==> src/rtl/pds_pkg.sv <==
// Shared types and defaults for the PDS port sequencer and its helpers.
// Port count and settle time defaults match the PDS power-budget controller.
package pds_pkg;

    localparam int PDS_NUM_PORTS  = 4;
    localparam int PDS_SETTLE_CYC = 16;

    typedef enum logic [0:0] {
        IDLE = 1'b0,
        RAMP = 1'b1
    } seq_state_e;

    typedef logic [$clog2(PDS_NUM_PORTS)-1:0] port_idx_t;

    // Index width that stays legal for a single-port build.
    function automatic int idx_width(input int n);
        return (n > 1) ? $clog2(n) : 1;
    endfunction

endpackage

==> src/rtl/pds_prio_enc.sv <==
// Combinational lowest-index-first priority encoder.
// Shared with the controller bench scoreboards, so keep it dependency-free.
module pds_prio_enc #(
    parameter int N = 4,
    parameter int W = 2
) (
    input  logic [N-1:0] req,
    output logic         valid,
    output logic [W-1:0] idx
);

    // Scanning downward lets the lowest set bit overwrite any higher one.
    always_comb begin
        valid = 1'b0;
        idx   = '0;
        for (int i = N - 1; i >= 0; i--) begin
            if (req[i]) begin
                valid = 1'b1;
                idx   = W'(i);
            end
        end
    end

endmodule

==> src/rtl/pds_port_sequencer.sv <==
// Drives PSE port power switches from controller grants, ramping one port at a time
// with a fixed settle window; powers down at once on grant loss, global kill or fault.
module pds_port_sequencer
    import pds_pkg::*;
#(
    parameter int NUM_PORTS  = PDS_NUM_PORTS,
    parameter int SETTLE_CYC = PDS_SETTLE_CYC,
    localparam int CNT_W     = $clog2(SETTLE_CYC + 1)
) (
    input  logic                 clk,
    input  logic                 rst_n,
    input  logic [NUM_PORTS-1:0] on_req,
    input  logic                 ports_off,
    input  logic [NUM_PORTS-1:0] fault,
    output logic [NUM_PORTS-1:0] pwr_en,
    output logic [NUM_PORTS-1:0] pwr_good,
    output logic [NUM_PORTS-1:0] fault_latched,
    output logic                 busy
);

    localparam int IDX_W = idx_width(NUM_PORTS);
    localparam logic [0:0] S_IDLE = IDLE;
    localparam logic [0:0] S_RAMP = RAMP;

    logic [0:0]           state;
    logic [CNT_W-1:0]     cnt;
    logic [IDX_W-1:0]     cur;

    logic [NUM_PORTS-1:0] pending;
    logic                 pick_vld;
    logic [IDX_W-1:0]     pick_idx;
    logic                 cur_abort;

    logic [NUM_PORTS-1:0] en_nxt;
    logic [NUM_PORTS-1:0] good_nxt;
    logic [NUM_PORTS-1:0] flt_nxt;

    assign pending   = ports_off ? '0 : (on_req & ~pwr_en & ~fault_latched);
    assign cur_abort = ~on_req[cur] | fault[cur] | ports_off;
    assign busy      = (state == S_RAMP);

    pds_prio_enc #(
        .N (NUM_PORTS),
        .W (IDX_W)
    ) u_prio_enc (
        .req   (pending),
        .valid (pick_vld),
        .idx   (pick_idx)
    );

    // A grant drop outranks a coincident fault, so a trip requires the grant still present.
    always_comb begin
        en_nxt   = pwr_en;
        good_nxt = pwr_good;
        flt_nxt  = fault_latched;
        for (int i = 0; i < NUM_PORTS; i++) begin
            if (!on_req[i] || (fault[i] && pwr_en[i]) || ports_off) begin
                en_nxt[i]   = 1'b0;
                good_nxt[i] = 1'b0;
            end else begin
                if (state == S_IDLE && pick_vld && pick_idx == IDX_W'(i)) begin
                    en_nxt[i] = 1'b1;
                end
                if (state == S_RAMP && cnt == '0 && cur == IDX_W'(i)) begin
                    good_nxt[i] = 1'b1;
                end
            end
            if (!on_req[i]) begin
                flt_nxt[i] = 1'b0;
            end else if (fault[i] && pwr_en[i]) begin
                flt_nxt[i] = 1'b1;
            end
        end
    end

    // The counter is only loaded on ramp start and stops at zero, so it never wraps.
    always_ff @(posedge clk or negedge rst_n) begin
        if (!rst_n) begin
            state <= S_IDLE;
            cnt   <= '0;
            cur   <= '0;
        end else if (state == S_IDLE) begin
            if (pick_vld) begin
                state <= S_RAMP;
                cnt   <= CNT_W'(SETTLE_CYC - 1);
                cur   <= pick_idx;
            end
        end else begin
            if (cur_abort || cnt == '0) begin
                state <= S_IDLE;
            end else begin
                cnt <= cnt - 1'b1;
            end
        end
    end

    always_ff @(posedge clk or negedge rst_n) begin
        if (!rst_n) begin
            pwr_en        <= '0;
            pwr_good      <= '0;
            fault_latched <= '0;
        end else begin
            pwr_en        <= en_nxt;
            pwr_good      <= good_nxt;
            fault_latched <= flt_nxt;
        end
    end

    a_good_implies_en : assert property (@(posedge clk) disable iff (!rst_n)
        (pwr_good & ~pwr_en) == '0);

    a_single_ramp : assert property (@(posedge clk) disable iff (!rst_n)
        $onehot0(pwr_en & ~pwr_good));

endmodule
==> config.mk <==
export PLATFORM = sky130hd
export DESIGN_NAME = pds_port_sequencer
export DESIGN_NICKNAME = d
export VERILOG_FILES = /design/src/rtl/pds_pkg.sv /design/src/rtl/pds_prio_enc.sv /design/src/rtl/pds_port_sequencer.sv
export SDC_FILE = /design/constraint.sdc
export NUM_CORES = 1
export LEC_CHECK = 0
export CORE_MARGIN = 4
export CORE_UTILIZATION = 44
export CTS_CLUSTER_DIAMETER = 60
export DETAILED_ROUTE_END_ITERATION = 7
export PLACE_DENSITY = 0.77
export SYNTH_ARGS = -nofsm -noshare
export SYNTH_HDL_FRONTEND = slang
export SYNTH_SLANG_ARGS = --single-unit
export TNS_END_PERCENT = 5
==> constraint.sdc <==
create_clock -name clk -period 1.7 [get_ports clk]
set_clock_uncertainty 0.15 [all_clocks]
set_input_delay 0.425 -clock clk [delete_from_list [all_inputs] [get_ports clk]]
set_output_delay 0.425 -clock clk [all_outputs]
set_load 0.01 [all_outputs]
; Word level (Yosys, flattened, before mapping)
; Cells that the tools add are included.
[op_classes]
n_bitwise = 8
n_addsub = 1
n_reduce_logical = 41
eq_ne = 11
mux = 43
n_mul = 0
magnitude_cmp = 1
shift = 0
div_mod_pow = 0
[op_table]
columns = operator, count
row1 = $mux 1, 33
row2 = $reduce_bool 2->1, 9
row3 = $mux 5, 3
row4 = $logic_and 1x1->1, 14
row5 = $logic_or 1x1->1, 9
row6 = $and 4x4->4, 2
row7 = $eq 2x2->1 const B, 4
row8 = $mux 2, 4
row9 = $ne 2x1->1 const B, 4
row10 = $not 4->4, 2
row11 = $logic_not 5->1, 1
row12 = $sub 5x1->5 const B, 1
row13 = $bmux 1 s2, 2
row14 = $eq 2x1->1 const B, 2
row15 = $logic_not 1->1, 4
row16 = $logic_not 2->1, 2
row17 = $mux 4, 1
row18 = $reduce_and 2->1, 2
row19 = $lt 2x3->1 const B, 1
row20 = $ne 2x2->1 const B, 1
row21 = $not 1->1, 2
row22 = $or 1x1->1, 2
[word_totals]
rom_bits = 0
elab_cells = 120
mem_count = 0
output_inout_bits = 13
latchBits = 0
reg_bits = 20
ramBits = 0

; Depth between registers and ports, before layout
[depth]
word_depth = 12
depth_mapped = 6
ltp_nobuf = 6

; Modules after synthesis
; From an unflattened synthesis, not the netlist that was laid out.
[hier_totals]
hier_cells = 112
area_unflattened_um2 = 1064.8
[modules_own_cells]
columns = mod, area_per_inst_um2, cells_each, n_inst, seq_area_each_um2
row1 = pds_port_sequencer, 1029.7, 105, 1, 500.5
row2 = pds_prio_enc, 35.0, 7, 1, 0.0

; Least setup slack after synthesis
; OpenSTA, ideal clock, no wires.
[synth_path]
path_type = input to register
startpoint = input port ports_off
endpoint = register cnt[4]
stages = 5
slack_ps = -7
required_time_ps = 1429
setup_ps = 121
t_arrival_ps = 1436
path_buffers = 1
path_cell_list = buf_4 nor4b_2 nor4_2 a2bb2oi_4 a22o_1
[synth_between]
elab_chain_cells = 7
[synth_rtl]
columns = item, line
row1 = start: declaration, pds_port_sequencer.sv:13  ; input logic ports_off,
row2 = $mux 4, pds_port_sequencer.sv:38  ; assign pending = ports_off ? '0 : (on_req & ~pwr_en & ~fault_latched);
row3 = $mux 1 (4 in a row), pds_prio_enc.sv:17  ; if (req[i]) begin
row4 = $reduce_bool 2->1 (no source line), n/a
row5 = $reduce_and 2->1 (no source line) *, n/a
row6 = end signal: assignment, pds_port_sequencer.sv:85  ; cnt <= CNT_W'(SETTLE_CYC - 1);
row7 = end signal: assignment, pds_port_sequencer.sv:92  ; cnt <= cnt - 1'b1;
row8 = end: declaration, pds_port_sequencer.sv:26  ; logic [CNT_W-1:0] cnt;
; Mark *: on every way between the ends. The rest lies on a longest branch, timed or not.
; A chain may end at the register's enable or synchronous reset.

; Final worst setup path
[layout_path]
startpoint = register cnt[1]
endpoint = register cnt[4]
[layout_between]
elab_chain_cells = 4
[layout_rtl]
columns = item
row1 = branches (longest 4 deep; another with $sub 5x1->5)
; Parallel ways; which one is timed is not known. The select of a mux whose other input is x is not followed.

==> results.md <==
- The critical path endpoint category is a register.
- The number of max-slew violations in the final report is 0.
- The wire length of the first global-routing pass is just over 5000 µm.
- 24 I/O pins were placed.
- The register clock-pin slew on the reported worst setup and hold paths is around 0.12 ns.
- The floorplan step defined a die boundary enclosing around 0.0034 mm².
- The first TritonRoute pass finished after 4 iterations.
- In the layout the commonest cells are sky130_fd_sc_hd__buf_4, sky130_fd_sc_hd__dfrtp_1, sky130_fd_sc_hd__dlygate4sd2_1, sky130_fd_sc_hd__nor2b_1, sky130_fd_sc_hd__a21oi_1.
- The arrival time at the worst endpoint is roughly 1.8 ns.
- The clock sink count is 20.
- The aggregate routed wire length is ~3000 µm.
- The summed instance area of the synthesized netlist is 0.00110 mm².
- The ratio of final minimum period to clock period is 104%.
- In this run, CTS created clock tree buffers numbering 3.
- After the flow finishes, the layout carries non-filler instances totaling 181.
- The die is just under 60 µm tall.
- The number of antenna violations at the first check in global routing is 0.
- The combined global-route utilization of all metal layers is between 15 and 20%.
- The maximum resistive drop on vdd is 695 µV.
- Along the worst path, the maximum fanout reaches 4.
- Of the synthesized area, sequential elements account for a little under half.
- Derived from the worst setup path, the maximum achievable clock frequency is 567 MHz.
- The hold violation count in the final report is 0.
- In the final layout, the share of cells above drive strength 1 is between 30% and 40%.
- In the synthesized netlist, the number of instances is 98.
- The final count of negative-setup-slack endpoints is 6.
- Setup repair after global routing could not meet its margin everywhere.
- The initial utilization of the core area, before any placement, comes to around 48%.
- The final RePlAce weighted congestion is slightly below 0.9.
- Summed over its instances, the top area cell type makes up 45.6% of the synthesized netlist area.
- The worst reg2reg path endpoint is cnt[4]$_DFFE_PN0P_.
- The number of unique standard cell types used by synthesis is 33.
- For the worst flop-to-flop path, the logic depth is 8.
- The number of global-route vias before repair is approximately 1100.
- The number of placement rows is 17.
- The routed via count is between 1000 and 1500.
- Clock tree synthesis selected as its root buffer the cell sky130_fd_sc_hd__clkbuf_4.
- The capturing instance or port of the critical path is cnt[4]$_DFFE_PN0P_.
- Counting flops and latches in the post-synthesis netlist gives 20.
- Entering global routing, the biggest net connects 21 pins.
- The startpoint type of the worst setup path is a register.
- The worst path buffer plus inverter count is 3.
- The average size of a mapped cell is between 10 and 15 µm².
- The flow ran to the end, but the final reports show violations.
- The final reports fail on negative setup slack.
- The repair_antennas step left the layout with diodes totalling 0.
- The tool flagged a number of max-cap violations equal to 0.
- Walking the worst path, the cells encountered are inv_2 > ha_4 > nor4b_4 > buf_4 > nor3b_2 > buf_4 > and2_4 > a22o_1.
- After synthesis, the share of flip-flops with an asynchronous set or reset is 100%.
- The count of placed standard cells including taps is around 170.
- The origin of the critical flop-to-flop path is cnt[1]$_DFFE_PN0P_.
- For met3 alone, demand over resource in global routing was about 3.1%.
- The worst setup path category is reg2reg.
- The dominant register cell in the synthesized netlist is sky130_fd_sc_hd__dfrtp_1.
- At the end of the flow the core is filled with cells to between 70% and 80%.
- Adding up every negative setup slack in the final design gives -0.269 ns.
- After synthesis, the cell types taking the most area are sky130_fd_sc_hd__dfrtp_1, sky130_fd_sc_hd__nor2b_1, sky130_fd_sc_hd__a21oi_1.
- For the pin with the worst max-slew slack, the measured transition is approximately 0.3 ns.
- After global routing the overflow that remains totals 0.
- The register-to-register path setup slack is -0.06 ns.
- The library cell used most frequently in the layout, excluding fill and tap cells, is sky130_fd_sc_hd__buf_4.
- The die is around 58 µm wide.
- Synthesis produced a netlist with a net count of 110.
- For the worst setup path, the data required time is about 1.8 ns.
- The number of buffers inserted by port buffering is 23.
- Power spread over the standard cell area amounts to 875 mW/mm².
- The met1 capacity usage during global routing is around 25%.
- The longest clock path from root to sink contains 2 buffers.
- In the routed design, unresolved DRC markers number 0.
- The critical path crosses 8 cells after its start point.
- For this run, the post-layout net count is between 150 and 200.
- Among all stages on the critical path, the largest delay is contributed by sky130_fd_sc_hd__dfrtp_1.
- Summed over all cells, the static leakage comes to about 0.85 nW.
- The TritonCTS clock tree is built.
- CTS built an H-tree with a depth of 1.
- The cell family with the largest share of critical-path delay is flip-flops.
- The post-synthesis to final-layout area growth is 53.1%.
- The number of synthesized flops with an enable pin is 0.
- Once detail routing completed, the nets flagged for antenna violations numbered 0.
- Setup slack on the critical path of the routed design comes to -0.0629 ns.
- Detailed placement ended at an HPWL of roughly 2200 µm.
- The worst slack at placement is -0.562 ns.
- The floorplan step defined a core boundary enclosing 0.00230 mm².
- The global routing's busiest layer is met2.
- The min-delay analysis places its worst path in the category in2async.
- The source of the critical timing path is cnt[1]$_DFFE_PN0P_.
- Among the stages of the critical path, the cell type that occurs most often is sky130_fd_sc_hd__buf_4.
- The average wire per standard cell is 16.8 µm.
- In this run the tightest slew margin relative to its limit is 80.1%.
- The detailed-route vias per instance is around 5.6.
- The largest stage delay on the critical path is approximately 0.42 ns.
- For the finished layout, the period the worst path requires is between 1.5 and 2 ns.
- Fill cells in the final layout number 169.
- The source-to-sink clock delay at the later pin of the worst-skew pair is approximately 0.3 ns.
- The count of routing violations after the opening detailed-route iteration is 16.
- During synthesis, Yosys emitted a total of 0 warnings.
- In the global route stage, met2 resource usage came out at between 30% and 40%.
- The library cell occupying the most area in the post-synthesis netlist is sky130_fd_sc_hd__dfrtp_1.
==> cells by family after synthesis <==
kind of cell | after synthesis | share of synthesized area (%)
AOI/OAI and AO/OA | 24 | 17.0
and+or+nand+nor | 43 | 29.8
DFF | 20 | 45.6
muxes | 2 | 2.96
adders and majority gates | 1 | 1.14
buffers and inverters | 7 | 2.74
xor gates and xnor gates | 1 | 0.798
==> power breakdown <==
group	total [mW]	leakage, nW	internal [mW]	switching, mW
registers	0.584	0.249	0.525	0.0589
logic	0.491	0.574	0.258	0.233
clock network	0.395	0.0279	0.238	0.157
total	1.47	0.852	1.02	0.448
==> worst min-delay path by stage <==
stage,cells after the start,endpoint,from
2_1_floorplan,0,busy$_DFF_PN0_,rst_n
3_3_place_gp,1,pwr_good[2]$_DFFE_PN0P_,pwr_good[2]$_DFFE_PN0P_
3_5_place_dp,1,pwr_good[0]$_DFFE_PN0P_,pwr_good[0]$_DFFE_PN0P_
4_1_cts,2,pwr_good[1]$_DFFE_PN0P_,rst_n
5_1_grt,2,pwr_good[1]$_DFFE_PN0P_,rst_n
6_report,2,pwr_good[1]$_DFFE_PN0P_,rst_n
==> final cells by class <==
cell class	count	area, µm²	share of cell area [%]
multi-input cells	71	624	37.2
well taps	28	35.0	2.08
clock inverters	1	30.0	1.79
repair buffers	53	447	26.6
clock buffers	3	22.5	1.34
inverters	5	18.8	1.12
flip-flops and latches	20	503	29.9
==> metrics by stage <==
stage	instance area [µm²]	hold WS (ns)	total power, mW
finish	1680	0.292	1.47
global route	1680	0.318	1.53
CTS	1610	0.306	1.45
detailed placement	1540	0.330	1.06
global placement	1540	0.325	1.04
floorplan	1110	-0.0206	0.830
==> synthesized netlist by cell type, drive strengths merged (2+ instances only) <==
cell / n
dfrtp: 20
a21oi: 10
nor2b: 10
nor2: 7
inv: 5
nor3b: 5
nor4b: 5
o21a: 5
nor3: 4
nand2b: 3
nand2: 2
o22a: 2
or3: 2
==> sequential cells by signal, indices dropped and copies added (netlist names) <==
name / count
cnt: 5
pwr_good: 4
fault_latched: 4
cur: 2
pwr_en: 4
busy: 1
==> repair_timing <==
action | in CTS | in global routing
endpoints found under the hold margin | 0 | 0
setup buffers | 2 | 4
endpoints found under the setup margin | 24 | 14
pin swaps | 3 | 5
gates resized for setup | 24 | 11
hold buffers | 0 | 0
==> per-layer routing <==
metal | vias to the layer above | part of all wire [%]
met1 | 508 | 40
met5 | - | 0
met3 | 6 | 6.7
li1 | 470 | -
met2 | 38 | 51
met4 | 0 | 1.6
Power figures use the tool's default switching activity.
